`config.mk`:
```
export PLATFORM = sky130hd
export DESIGN_NAME = sevseg_scan_ctrl
export DESIGN_NICKNAME = d
export VERILOG_FILES = /design/src/rtl/sevseg_scan_ctrl.sv
export SDC_FILE = /design/constraint.sdc
export NUM_CORES = 1
export LEC_CHECK = 0
export CORE_MARGIN = 4
export CORE_UTILIZATION = 56
export DETAILED_ROUTE_END_ITERATION = 16
export PLACE_DENSITY_LB_ADDON = 0.15
export SYNTH_ARGS = -nofsm -noshare
export SYNTH_HDL_FRONTEND = slang
export SYNTH_SLANG_ARGS = --single-unit
```
`constraint.sdc`:
```
create_clock -name clk -period 3.9 [get_ports clk]
set_input_delay 1.17 -clock clk [delete_from_list [all_inputs] [get_ports clk]]
set_output_delay 1.17 -clock clk [all_outputs]
set_load 0.01 [all_outputs]
```
`src/rtl/sevseg_scan_ctrl.sv`:
```
// rtl/sevseg_scan_ctrl.sv - 4-digit seven-segment scan controller with dead-time blanking and frame-synchronous value update
//
// Purpose:
//   Scans a 4-digit common-anode seven-segment display one digit at a time.
//   Every digit slot is a BLANK phase (all anodes off) followed by a DRIVE
//   phase. New display values are captured into a pending buffer on load and
//   copied into the shadow (displayed) register only at the frame boundary
//   (end of the digit-3 DRIVE slot), so a frame never shows mixed values.
//
// Ports:
//   clk         in   system clock
//   rst_n       in   asynchronous active-low reset
//   en          in   scan enable; low forces the display dark and idle
//   value[15:0] in   display value, digit k = value[4k+3:4k], digit 0 rightmost
//   load        in   capture value into the pending buffer this cycle
//   dig_en[3:0] in   per-digit enable; 0 keeps that digit dark in its slot
//   upd_pending out  pending value not yet applied to the shadow register
//   frame_done  out  one-cycle pulse during the last cycle of the digit-3 DRIVE slot
//   seg[6:0]    out  active-low segments, seg[6]=g .. seg[0]=a
//   an[3:0]     out  active-low anodes, an[k] selects digit k
//
// Build option:
//   SEVSEG_LZB_EN  leading-zero blanking: digit k (k=3..1) stays dark while
//                  shadow nibbles k..3 are all zero; digit 0 is always shown.

module sevseg_scan_ctrl #(
  parameter int REFRESH_CNT = 100000,
  parameter int DEAD_CYCLES = 4
) (
  input  logic        clk,
  input  logic        rst_n,
  input  logic        en,
  input  logic [15:0] value,
  input  logic        load,
  input  logic [3:0]  dig_en,
  output logic        upd_pending,
  output logic        frame_done,
  output logic [6:0]  seg,
  output logic [3:0]  an
);

  // One timer serves both phases, so it is sized for the longer of the two.
  localparam int MAXC = (REFRESH_CNT > DEAD_CYCLES) ? REFRESH_CNT : DEAD_CYCLES;
  localparam int TW   = $clog2(MAXC + 1);
  localparam logic [TW-1:0] REF_LAST  = TW'(REFRESH_CNT - 1);
  localparam logic [TW-1:0] DEAD_LAST = TW'(DEAD_CYCLES - 1);

  typedef enum logic [1:0] {
    IDLE  = 2'd0,
    BLANK = 2'd1,
    DRIVE = 2'd2
  } state_t;

  state_t          state, state_nx;
  logic [TW-1:0]   timer, timer_nx;
  logic [1:0]      idx, idx_nx;
  logic [15:0]     shadow, shadow_nx;
  logic [15:0]     pending, pending_nx;
  logic            upd_nx;
  logic            fd_nx;
  logic [3:0]      an_nx;
  logic [6:0]      seg_nx;
  logic            boundary;
  logic [3:0]      nib;
  logic            lit;
  logic            lzb_ok;

  function automatic logic [6:0] hex_to_seg(input logic [3:0] h);
    case (h)
      4'h0:    hex_to_seg = 7'h40;
      4'h1:    hex_to_seg = 7'h79;
      4'h2:    hex_to_seg = 7'h24;
      4'h3:    hex_to_seg = 7'h30;
      4'h4:    hex_to_seg = 7'h19;
      4'h5:    hex_to_seg = 7'h12;
      4'h6:    hex_to_seg = 7'h02;
      4'h7:    hex_to_seg = 7'h78;
      4'h8:    hex_to_seg = 7'h00;
      4'h9:    hex_to_seg = 7'h10;
      4'hA:    hex_to_seg = 7'h08;
      4'hB:    hex_to_seg = 7'h03;
      4'hC:    hex_to_seg = 7'h46;
      4'hD:    hex_to_seg = 7'h21;
      4'hE:    hex_to_seg = 7'h06;
      default: hex_to_seg = 7'h0E;
    endcase
  endfunction

  // Sequencing: IDLE -> BLANK -> DRIVE -> BLANK ... ; boundary marks the
  // last DRIVE cycle of digit 3 when scanning continues.
  always_comb begin
    state_nx = state;
    timer_nx = timer;
    idx_nx   = idx;
    boundary = 1'b0;
    case (state)
      IDLE: begin
        if (en) begin
          state_nx = BLANK;
          idx_nx   = 2'd0;
          timer_nx = '0;
        end
      end
      BLANK: begin
        if (!en) begin
          state_nx = IDLE;
          idx_nx   = 2'd0;
          timer_nx = '0;
        end else if (timer == DEAD_LAST) begin
          state_nx = DRIVE;
          timer_nx = '0;
        end else begin
          timer_nx = timer + 1'b1;
        end
      end
      DRIVE: begin
        if (!en) begin
          state_nx = IDLE;
          idx_nx   = 2'd0;
          timer_nx = '0;
        end else if (timer == REF_LAST) begin
          state_nx = BLANK;
          idx_nx   = idx + 2'd1;
          timer_nx = '0;
          boundary = (idx == 2'd3);
        end else begin
          timer_nx = timer + 1'b1;
        end
      end
      default: begin
        state_nx = IDLE;
        idx_nx   = 2'd0;
        timer_nx = '0;
      end
    endcase
  end

  // Double buffer. A load landing exactly on the boundary bypasses pending
  // and goes straight to the shadow register.
  always_comb begin
    shadow_nx  = shadow;
    pending_nx = pending;
    upd_nx     = upd_pending;
    if (load) begin
      pending_nx = value;
    end
    if (boundary) begin
      if (load) begin
        shadow_nx = value;
      end else if (upd_pending) begin
        shadow_nx = pending;
      end
      upd_nx = 1'b0;
    end else if (load) begin
      upd_nx = 1'b1;
    end
  end

  // Digit selection for the slot being entered. The shadow register can only
  // change on the boundary edge, which always enters BLANK, so the current
  // shadow is the one shown by any DRIVE slot entered on this edge.
  always_comb begin
    nib    = 4'h0;
    lzb_ok = 1'b1;
    case (idx_nx)
      2'd0: begin nib = shadow[3:0];   lzb_ok = 1'b1;            end
      2'd1: begin nib = shadow[7:4];   lzb_ok = |shadow[15:4];   end
      2'd2: begin nib = shadow[11:8];  lzb_ok = |shadow[15:8];   end
      default: begin nib = shadow[15:12]; lzb_ok = |shadow[15:12]; end
    endcase
  end

`ifdef SEVSEG_LZB_EN
  assign lit = dig_en[idx_nx] & lzb_ok;
`else
  assign lit = dig_en[idx_nx];
`endif

  // Outputs are computed for the state being entered, so the registered
  // values line up with the state register.
  always_comb begin
    an_nx  = 4'hF;
    seg_nx = 7'h7F;
    fd_nx  = 1'b0;
    if (state_nx == DRIVE) begin
      if (lit) begin
        an_nx  = ~(4'b0001 << idx_nx);
        seg_nx = hex_to_seg(nib);
      end
      fd_nx = (idx_nx == 2'd3) && (timer_nx == REF_LAST);
    end
  end

  always_ff @(posedge clk or negedge rst_n) begin
    if (!rst_n) begin
      state       <= IDLE;
      timer       <= '0;
      idx         <= 2'd0;
      shadow      <= 16'h0000;
      pending     <= 16'h0000;
      upd_pending <= 1'b0;
      frame_done  <= 1'b0;
      an          <= 4'hF;
      seg         <= 7'h7F;
    end else begin
      state       <= state_nx;
      timer       <= timer_nx;
      idx         <= idx_nx;
      shadow      <= shadow_nx;
      pending     <= pending_nx;
      upd_pending <= upd_nx;
      frame_done  <= fd_nx;
      an          <= an_nx;
      seg         <= seg_nx;
    end
  end

endmodule

```
======== Yosys cells after proc, flatten, opt, wreduce, memory -nomap -nowiden ========
Memory sizes are Yosys's and may differ from the RTL's.
Index checks and enable logic that the tools add are counted.
cells by class
  $add $sub $neg .......................... 2
  order comparisons ....................... 1
  eq/ne operators ......................... 10
  shift-type cells ........................ 1
  mux-type cells .......................... 32
  bitwise operators ....................... 1
  reductions and logical operators ........ 6
operators with widths
  cell                                                  number
  two-way mux 17 bit                                    5
  case mux 17 bit (3 select lines)                      1
  equality test 17 bit, second input constant           2
  two-way mux 16 bit                                    2
  two-way mux 2 bit                                     9
  adder 17 x 1 -> 17 bit, second input constant         1
  equality test 17 x 2 -> 1 bit, second input constant  1
  two-way mux 7 bit                                     2
  case mux 2 bit (3 select lines)                       2
  case mux 4 bit (3 select lines)                       1
  equality test 2 bit, second input constant            5
  two-way mux 4 bit                                     2
  two-way mux 1 bit                                     7
  equality test 2 x 1 -> 1 bit, second input constant   2
  logical NOT 2 bit                                     2
  inverter 4 bit                                        1
  nonzero test 2 bit                                    2
  left shift 1 x 2 -> 4 bit, first input constant       1
  < comparator 2 x 3 -> 1 bit, second input constant    1
  adder 2 x 1 -> 2 bit, second input constant           1
  binary-select mux 1 bit (select 2 bit)                1
  AND reduction 2 bit                                   1
  logical AND 1 bit                                     1
word-level totals
  register bits after elaboration ......... 66
  bits in read-only memories .............. 112
  input port bits ......................... 24
  memories kept ........................... 1
memories
  name              depth  bits a word  read ports  clocked after memory_dff  write ports  RTL line  RTL
  (name not given)  16     7            1           0                         0            69        case (h)

======== Longest topological paths before layout ========
Gate-level depths: netlist of run 1.
An unclocked memory read counts as a cell.
  word-level depth ........................ 9
  depth in mapped cells ................... 14
  depth with buffers taken out ............ 13

======== Least setup slack after synthesis of run 1 ========
OpenSTA, ideal clock, no wires.
  path kind ............................... input port to flip-flop
  start ................................... in en
  end ..................................... reg seg[3]
  setup time .............................. 0.084 ns
  arrival time ............................ 3.112 ns
  data required time ...................... 3.816 ns
  setup slack ............................. 0.704 ns
  cell stages on the path ................. 13
  path buffers ............................ 2
  cells stage by stage .................... clkbuf_1 -> nand2_1 -> o21ai_0 -> nor3b_4 -> buf_6 -> nor2b_1 -> a211oi_1 -> a21oi_2 -> inv_1 -> ha_1 -> and2b_1 -> a211oi_1 -> o21ai_1
on the way
  word-level cells in the longest chain between the ends .. 7
ends and longest elaborated chain
  what                                         RTL line      RTL
  start: declaration                           32            input logic en,
  two-way mux 2 bit, on equally long branches  117, 105, 98
  case mux 2 bit (3 select lines)              96            case (state)
  equality test 2 bit (tied with other cells)  165           case (idx_nx)
  case mux 4 bit (3 select lines)              165
  memory read (16 x 7 bit)                     --
  two-way mux 7 bit                            186           if (lit) begin
  two-way mux 7 bit *                          185           if (state_nx == DRIVE) begin
  via seg_nx[3]                                62            logic [6:0] seg_nx;
  end signal: assignment                       214           seg <= seg_nx;
  end: declaration                             38            output logic [6:0] seg,
Mark *: on every way through the listed nets, which the timed path passes. The rest lies on a longest branch. The select of a mux whose other input is x is not followed.
A chain may end at the register's enable or synchronous reset.

======== Final worst setup path of run 1 ========
  start ................................... in en
  end ..................................... reg seg[1]
The elaborated chain is that of the path after synthesis.

==> flow_metrics.py, run 1 <==
metrics = {
    "critical_path": {
        "crit_slowest_cell": "clkdlybuf4s50_1",
        "cp_max_fo": 10,
        "crit_type": "primary input to flop",
        "cp-start-kind": "primary input",
        "regToRegStartpoint": "timer[13]",
        "path_cells": "clkdlybuf4s50_1 -> buf_4 -> and4b_1 -> nand3_1 -> nor3b_4 -> mux2i_1 -> mux2i_2 -> inv_1 -> ha_1 -> nor2_1 -> nand3b_1 -> o211ai_1",
        "r2r_cells": 11,
        "cp-end-kind": "flop",
        "cp.required_ns": 4.15,
        "r2r-end": "seg[1]",
        "slowest_delay_ns": 0.46,
        "worst-r2r-setup-slack_ns": 0.60,
        "worstPathArrival_ns": 3.71,
    },
    "clock_tree": {
        "post_cts_buffers": 0,
        "cts_buffer_depth": 2,
        "cts.sink_count": 66,
        "htree_levels": 3,
        "postCtsHoldBufs": 0,
        "cts_tree": "yes",
        "root_buffer": "clkbuf_8",
        "cts_resized": 0,
        "numCtsBuffers": 9,
        "clkTransAtPathRegs_ns": 0.08,
        "clk_latency_ns": 0.34,
    },
    "floorplanning": {
        "dieHeight_um": 86.3,
        "initial_core_util_pct": 57.9,
        "die-area_sq_mm": 0.00744,
        "die_x_um": 86.3,
        "num_rows": 28,
        "ioPinCount": 37,
        "core-area_sq_mm": 0.00592,
    },
    "detailed_routing": {
        "drc_errors": 0,
        "viasPerCell": 5.89,
        "wl_per_cell_um": 17.0,
        "postRouteAntennaNets": 0,
        "via_count": 2549,
        "drtIter0Drc": 252,
        "drt-pass1-iter-count": 5,
        "wirelength_um": 7340,
    },
    "min_path": {
        "holdPathStages": 1,
        "hold_path_class": "flop to flop",
        "hold_start": "shadow[15]",
        "whs_endpoint": "shadow[15]",
    },
    "yosys": {
        "ys_types": 64,
        "synth_ff_type": "dfrtp_1",
        "syn_nets": 344,
        "seq_area_frac_synth_pct": 48.5,
        "syn_area_sq_mm": 0.00343,
        "synthCells": 312,
        "synth.avg_cell_area_sq_um": 11.0,
        "synth_seq_cells": 66,
        "async_flop_share_pct": 100,
        "yosysWarnings": 0,
        "synth_edf_count": 0,
    },
    "finish": {
        "syn_to_final_growth_pct": 20.3,
        "final_cells": 433,
        "nets": 385,
        "diodes": 0,
        "drive_gt1_share_pct": 22.3,
    },
    "timing": {
        "fin_crit_ns": 3.45,
        "fin_crit_sh_pct": 88.6,
        "tns_ns": 0,
        "final-setup-viol-count": 0,
        "slew_violations": 0,
        "max_freq_mhz": 290,
        "tightest_slew_ns": 1.04,
        "hold_viol": 0,
        "max_slew_margin_pct": 30.1,
        "rsz0062_at_grt": "false",
        "finClkSkew_ns": 0.0118,
    },
    "power": {
        "leakagePower_uw": 0.00179,
        "peakVddDrop_mv": 0.300,
        "powerDensity_mw_per_mm2": 369,
    },
    "place": {
        "hpwl_um": 5360,
        "dp.cells": 417,
        "gp_congestion": 0.864,
        "io_buffer_count": 36,
    },
    "global_routing": {
        "grt_start_max_net_pins": 48,
        "grt_pass1_wl_um": 12200,
        "grt_overflow": 0,
        "first_global_vias": 2416,
        "antenna_found_initial": 0,
        "grtUsageTotal_pct": 21.1,
    },
    "run_status": {
        "run_status": "finished clean",
    },
    "run": {
        "maxCapViolCount": 0,
    },
}
## critical path: cells and delay by family
kind,cells,cell delay [ns]
compound gates,1,0.09
fa+ha+maj,1,0.30
buf+inv,3,0.80
mux,2,0.46
simple gates,5,0.89
## stage by stage
step	instance area (sq um)	hold slack [ns]	total power [uW]	worst slack, ns	util [%]
3_3_place_gp	3880	0.469	823	0.177	65.5
6_report	4130	0.495	1520	0.446	69.7
5_1_grt	4130	0.511	1580	0.222	69.7
2_1_floorplan	3430	0.457	771	0.704	-
4_1_cts	4130	0.501	1540	0.461	69.7
3_5_place_dp	3880	0.479	826	0.0990	65.5
## cell families after synthesis
family	Yosys count	share of synthesized area [%]
AO/OA/AOI/OAI	66	12.6
buffers and inverters	22	3.03
XOR/XNOR	5	1.28
AND/OR/NAND/NOR	99	16.4
multiplexers	46	15.2
flip-flops	66	48.5
adder cells (fa/ha/maj)	8	2.92
## synth_stat cells, drive strengths merged (4+ instances only)
| library cell | instances | area, sq um |
|---|---|---|
| inv | 5 | 18.8 |
| nor2 | 7 | 26.3 |
| mux2i | 12 | 140 |
| a21oi | 12 | 67.6 |
| clkbuf | 11 | 41.3 |
| nand2b | 6 | 40.0 |
| mux2 | 34 | 383 |
| dfrtp | 55 | 1380 |
| nand3 | 14 | 70.1 |
| buf | 6 | 43.8 |
| nor2b | 4 | 25.0 |
| o21ai | 23 | 115 |
| nor3 | 6 | 35.0 |
| ha | 8 | 100 |
| and3 | 5 | 31.3 |
| nand2 | 35 | 136 |
| o31ai | 4 | 30.0 |
| dfstp | 11 | 289 |
| nand4 | 4 | 25.0 |
| o221ai | 4 | 35.0 |
## power breakdown
| part | total [uW] | internal (uW) | switching, uW |
|---|---|---|---|
| Sequential | 712 | 704 | 8.09 |
| Combinational | 100 | 49.0 | 51.3 |
| Clock | 709 | 430 | 279 |
| Total | 1520 | 1180 | 338 |
## routing by layer
metal	wire, um	track usage [%]	vias up
met5	0	0	-
met4	106	7.65	0
met3	361	3.71	10
met2	3200	30.3	78
met1	3670	32.3	1232
li1	-	-	1229
## layout make-up
cell class                      instances  area (sq um)
Fill cell                             428          1790
Sequential cell                        66          1670
Multi-Input combinational cell        224          1660
Timing Repair Buffer                   47           438
Clock inverter                          7           125
Clock buffer                            9           124
Tap cell                               75          93.8
Inverter                                5          18.8
## placed cells by master, fill, tap and decap left out, types with 5 or more instances in the layout
| master | Yosys | layout |
|---|---|---|
| ha_1 | 8 | 8 |
| nand2b_1 | 5 | 5 |
| a21oi_1 | 10 | 10 |
| buf_4 | 1 | 11 |
| nor3_1 | 5 | 5 |
| mux2_1 | 8 | 8 |
| clkbuf_8 | 0 | 9 |
| o21ai_1 | 5 | 5 |
| and3_1 | 5 | 5 |
| dfstp_2 | 11 | 11 |
| nand3_1 | 14 | 14 |
| nand2_1 | 33 | 33 |
| clkdlybuf4s50_1 | 0 | 35 |
| nor2_1 | 7 | 7 |
| dfrtp_1 | 55 | 55 |
| mux2_2 | 26 | 26 |
| o21ai_0 | 18 | 18 |
| inv_1 | 5 | 5 |
| mux2i_1 | 9 | 9 |
## state kept, by name, summed over array words and instances, names as in the netlist
register and flops:
idx 2, state 2, frame_done 1, pending 16
upd_pending 1, shadow 16, seg 7, an 4
timer 17
## worst max-delay path by stage
stage	from	endpoint	slack, ns	depth (start not counted)
finish	en	seg[1]	0.45	12
floorplan	en	seg[3]	0.70	13
global placement	en	seg[3]	0.18	11
CTS	en	seg[1]	0.46	12
global route	en	seg[3]	0.22	12
detailed placement	en	seg[1]	0.1	12
(Power assumes the default switching activity.)
==> run 2: changes to the inputs <==
--- a/config.mk
+++ b/config.mk
@@ -5,8 +5,9 @@
 export SDC_FILE = /design/constraint.sdc
 export NUM_CORES = 1
 export LEC_CHECK = 0
+export ABC_AREA = 1
 export CORE_MARGIN = 4
-export CORE_UTILIZATION = 56
+export CORE_UTILIZATION = 57
 export DETAILED_ROUTE_END_ITERATION = 16
 export PLACE_DENSITY_LB_ADDON = 0.15
 export SYNTH_ARGS = -nofsm -noshare
==> flow_metrics.py, run 2 <==
metrics = {
    "detailed_routing": {
        "drt-pass1-iter-count": 5,
        "drc_errors": 0,
        "via_count": 3227,
        "viasPerCell": 5.61,
        "drtIter0Drc": 282,
        "postRouteAntennaNets": 0,
        "wirelength_um": 8930,
        "wl_per_cell_um": 15.5,
    },
    "finish": {
        "final_cells": 575,
        "final_cell_area_sq_mm": 0.00432,
        "fillers": 489,
        "final-seq-area_sq_mm": 0.00167,
        "reg_top3": "timer: 17 flops, pending: 16 flops, shadow: 16 flops",
        "drive_gt1_share_pct": 15.4,
        "final_cell_mix": "nand2_1 (137), dfrtp_1 (55), nand3_1 (48)",
        "syn_to_final_growth_pct": 18.3,
        "diodes": 0,
        "largest_reg_flops": 17,
        "top_register": "timer",
        "multiInputGateArea_sq_mm": 0.00174,
        "nets": 527,
        "final_common_cell": "nand2_1",
    },
    "timing": {
        "hold_viol": 0,
        "slew_violations": 0,
        "tightest_slew_ns": 0.849,
        "final-setup-viol-count": 0,
        "max_slew_margin_pct": 43.4,
        "tns_ns": 0,
        "worst_slack_ns": 0.527,
        "fin_crit_ns": 3.37,
        "max_freq_mhz": 296,
        "fin_crit_sh_pct": 86.5,
        "rsz0062_at_grt": "false",
        "finClkSkew_ns": 0.00977,
    },
    "critical_path": {
        "cp_top_family": "simple AND/OR/NAND/NOR gates",
        "cp_max_fo": 12,
        "cp.required_ns": 4.19,
        "worstPathArrival_ns": 3.67,
        "cp-end-kind": "flop",
        "slowest_delay_ns": 0.49,
        "crit_type": "primary input to flop",
        "crit_top_cell": "nand2_1",
        "cp.buffers_inverters": 2,
        "crit_slowest_cell": "clkdlybuf4s50_1",
        "cp-start-kind": "primary input",
        "path_cells": "clkdlybuf4s50_1 -> inv_2 -> nor3_4 -> nand2_2 -> nand2_1 -> nand2_1 -> nand2_2 -> nand2_4 -> or2_2 -> nand2_1 -> ha_1 -> nand3b_1 -> nand2_1 -> nand2_1 -> nand3_1",
    },
    "yosys": {
        "ys_types": 38,
        "syn_nets": 485,
        "synth_area_leaders": "dfrtp_1 (38%), nand2_1 (14%), dfstp_2 (7.9%), nand3_1 (6.6%), mux2_2 (4.9%)",
        "synthSimpleGateAreaFrac_pct": 34.5,
        "syn_area_sq_mm": 0.00365,
        "synth_edf_count": 0,
        "yosysMostFrequentCell": "nand2_1",
        "synthMuxAreaShare_pct": 4.94,
        "yosys.area_share.xor_xnor_pct": 1.20,
        "yosysWarnings": 0,
        "netlist_top_cells_count": "nand2_1 (137), dfrtp_1 (55), nand3_1 (48)",
        "netlist.area_leader.share_pct": 37.7,
        "synthAdderAreaFrac_pct": 2.74,
        "yosys.area.top_type": "dfrtp_1",
        "async_flop_share_pct": 100,
        "synth_seq_cells": 66,
        "synth.avg_cell_area_sq_um": 8.06,
        "synth_ff_type": "dfrtp_1",
        "synth-compound-area-share_pct": 4.39,
        "seq_area_frac_synth_pct": 45.6,
        "synthCells": 453,
        "synth_top_family_by_area": "simple AND/OR/NAND/NOR gates",
    },
    "place": {
        "post_dp_cell_area_sq_mm": 0.00409,
        "hpwl_um": 6410,
        "gp_congestion": 0.968,
        "dp.cells": 559,
        "io_buffer_count": 36,
        "pre_cts_slack_ns": 0.185,
    },
    "clock_tree": {
        "cts_tree": "yes",
        "cts_buffer_depth": 2,
        "root_buffer": "clkbuf_8",
        "numCtsBuffers": 9,
        "clk_latency_ns": 0.35,
        "post_cts_buffers": 0,
        "cts_resized": 0,
        "clkTransAtPathRegs_ns": 0.08,
        "htree_levels": 3,
        "postCtsHoldBufs": 0,
        "cts.sink_count": 66,
    },
    "min_path": {
        "hold_path_class": "flop to flop",
    },
    "global_routing": {
        "first_global_vias": 3027,
        "grt_overflow": 0,
        "grtUsageTotal_pct": 25.2,
        "grt_pass1_wl_um": 14800,
        "grt_start_max_net_pins": 34,
        "antenna_found_initial": 0,
    },
    "power": {
        "powerDensity_mw_per_mm2": 375,
        "peakVddDrop_mv": 0.320,
        "leakagePower_uw": 0.00215,
        "p_total_uw": 1620,
    },
    "floorplanning": {
        "die_x_um": 88.0,
        "ioPinCount": 37,
        "num_rows": 28,
        "core-area_sq_mm": 0.00606,
        "die-area_sq_mm": 0.00775,
        "initial_core_util_pct": 60.2,
        "dieHeight_um": 88.0,
    },
    "run_status": {
        "run_status": "finished clean",
    },
    "run": {
        "maxCapViolCount": 0,
    },
}
## run 2: cell types whose count changed in the layout (fill, tap and decap cells not counted), moves of 9 or more
cell / before / now
mux2_2: 26 / 16
nand2_1: 33 / 137
mux2i_1: 9 / 0
nand3_1: 14 / 48
nor2_1: 7 / 42
o21ai_0: 18 / 4
inv_1: 5 / 45
## run 2: area by class of cell
cell class | instances | share of cell area (%)
Multi-Input combinational cell | 328 | 40.3
Timing Repair Buffer | 40 | 9.21
Clock inverter | 7 | 2.43
Clock buffer | 9 | 2.87
Sequential cell | 66 | 38.6
Tap cell | 75 | 2.17
Inverter | 50 | 4.40
## run 2: layer usage
metal | GRT usage [%] | wire [um] | vias up
met5 | 0 | 0 | -
met4 | 7.83 | 93 | 0
met3 | 5.74 | 731 | 11
met2 | 35.9 | 3830 | 142
met1 | 38.1 | 4280 | 1520
li1 | - | - | 1554
## run 2: cells by family after synthesis
family,count (synthesis)
AO/OA/AOI/OAI,24
adder cells (fa/ha/maj),8
flip-flops,66
XOR/XNOR,5
buffers and inverters,59
AND/OR/NAND/NOR,275
multiplexers,16
## run 2: worst paths after layout
kind                            start         end  slack [ns]  depth (start not counted)
max                                en      seg[3]        0.53                         15
min                        pending[0]  pending[0]        0.47                          2
max reg2reg                  timer[0]      seg[3]        0.81                         17
min reg2reg                pending[0]  pending[0]        0.47                          2
max in group asynchronous       rst_n      seg[0]        2.45                          2
min in group asynchronous       rst_n    timer[4]        0.80                          1
## run 2: where the power goes
part           internal [uW]  total, uW  switching (uW)
Clock                    371        667             296
Sequential               719        745            26.5
Combinational           72.1        206             134
Total                   1160       1620             457
## run 2: tightest hold or removal path: cells and delay by family, from the launching register on
family	cells	cell delay [ns]
DFF	1	0.33
and+or+nand+nor	2	0.11
## run 2: through the flow
stage	hold WS, ns	utilization, %
after floorplan	0.435	-
after global placement	0.453	67.5
after detailed placement	0.457	67.5
after CTS	0.476	71.2
after global routing	0.487	71.2
final	0.471	71.2
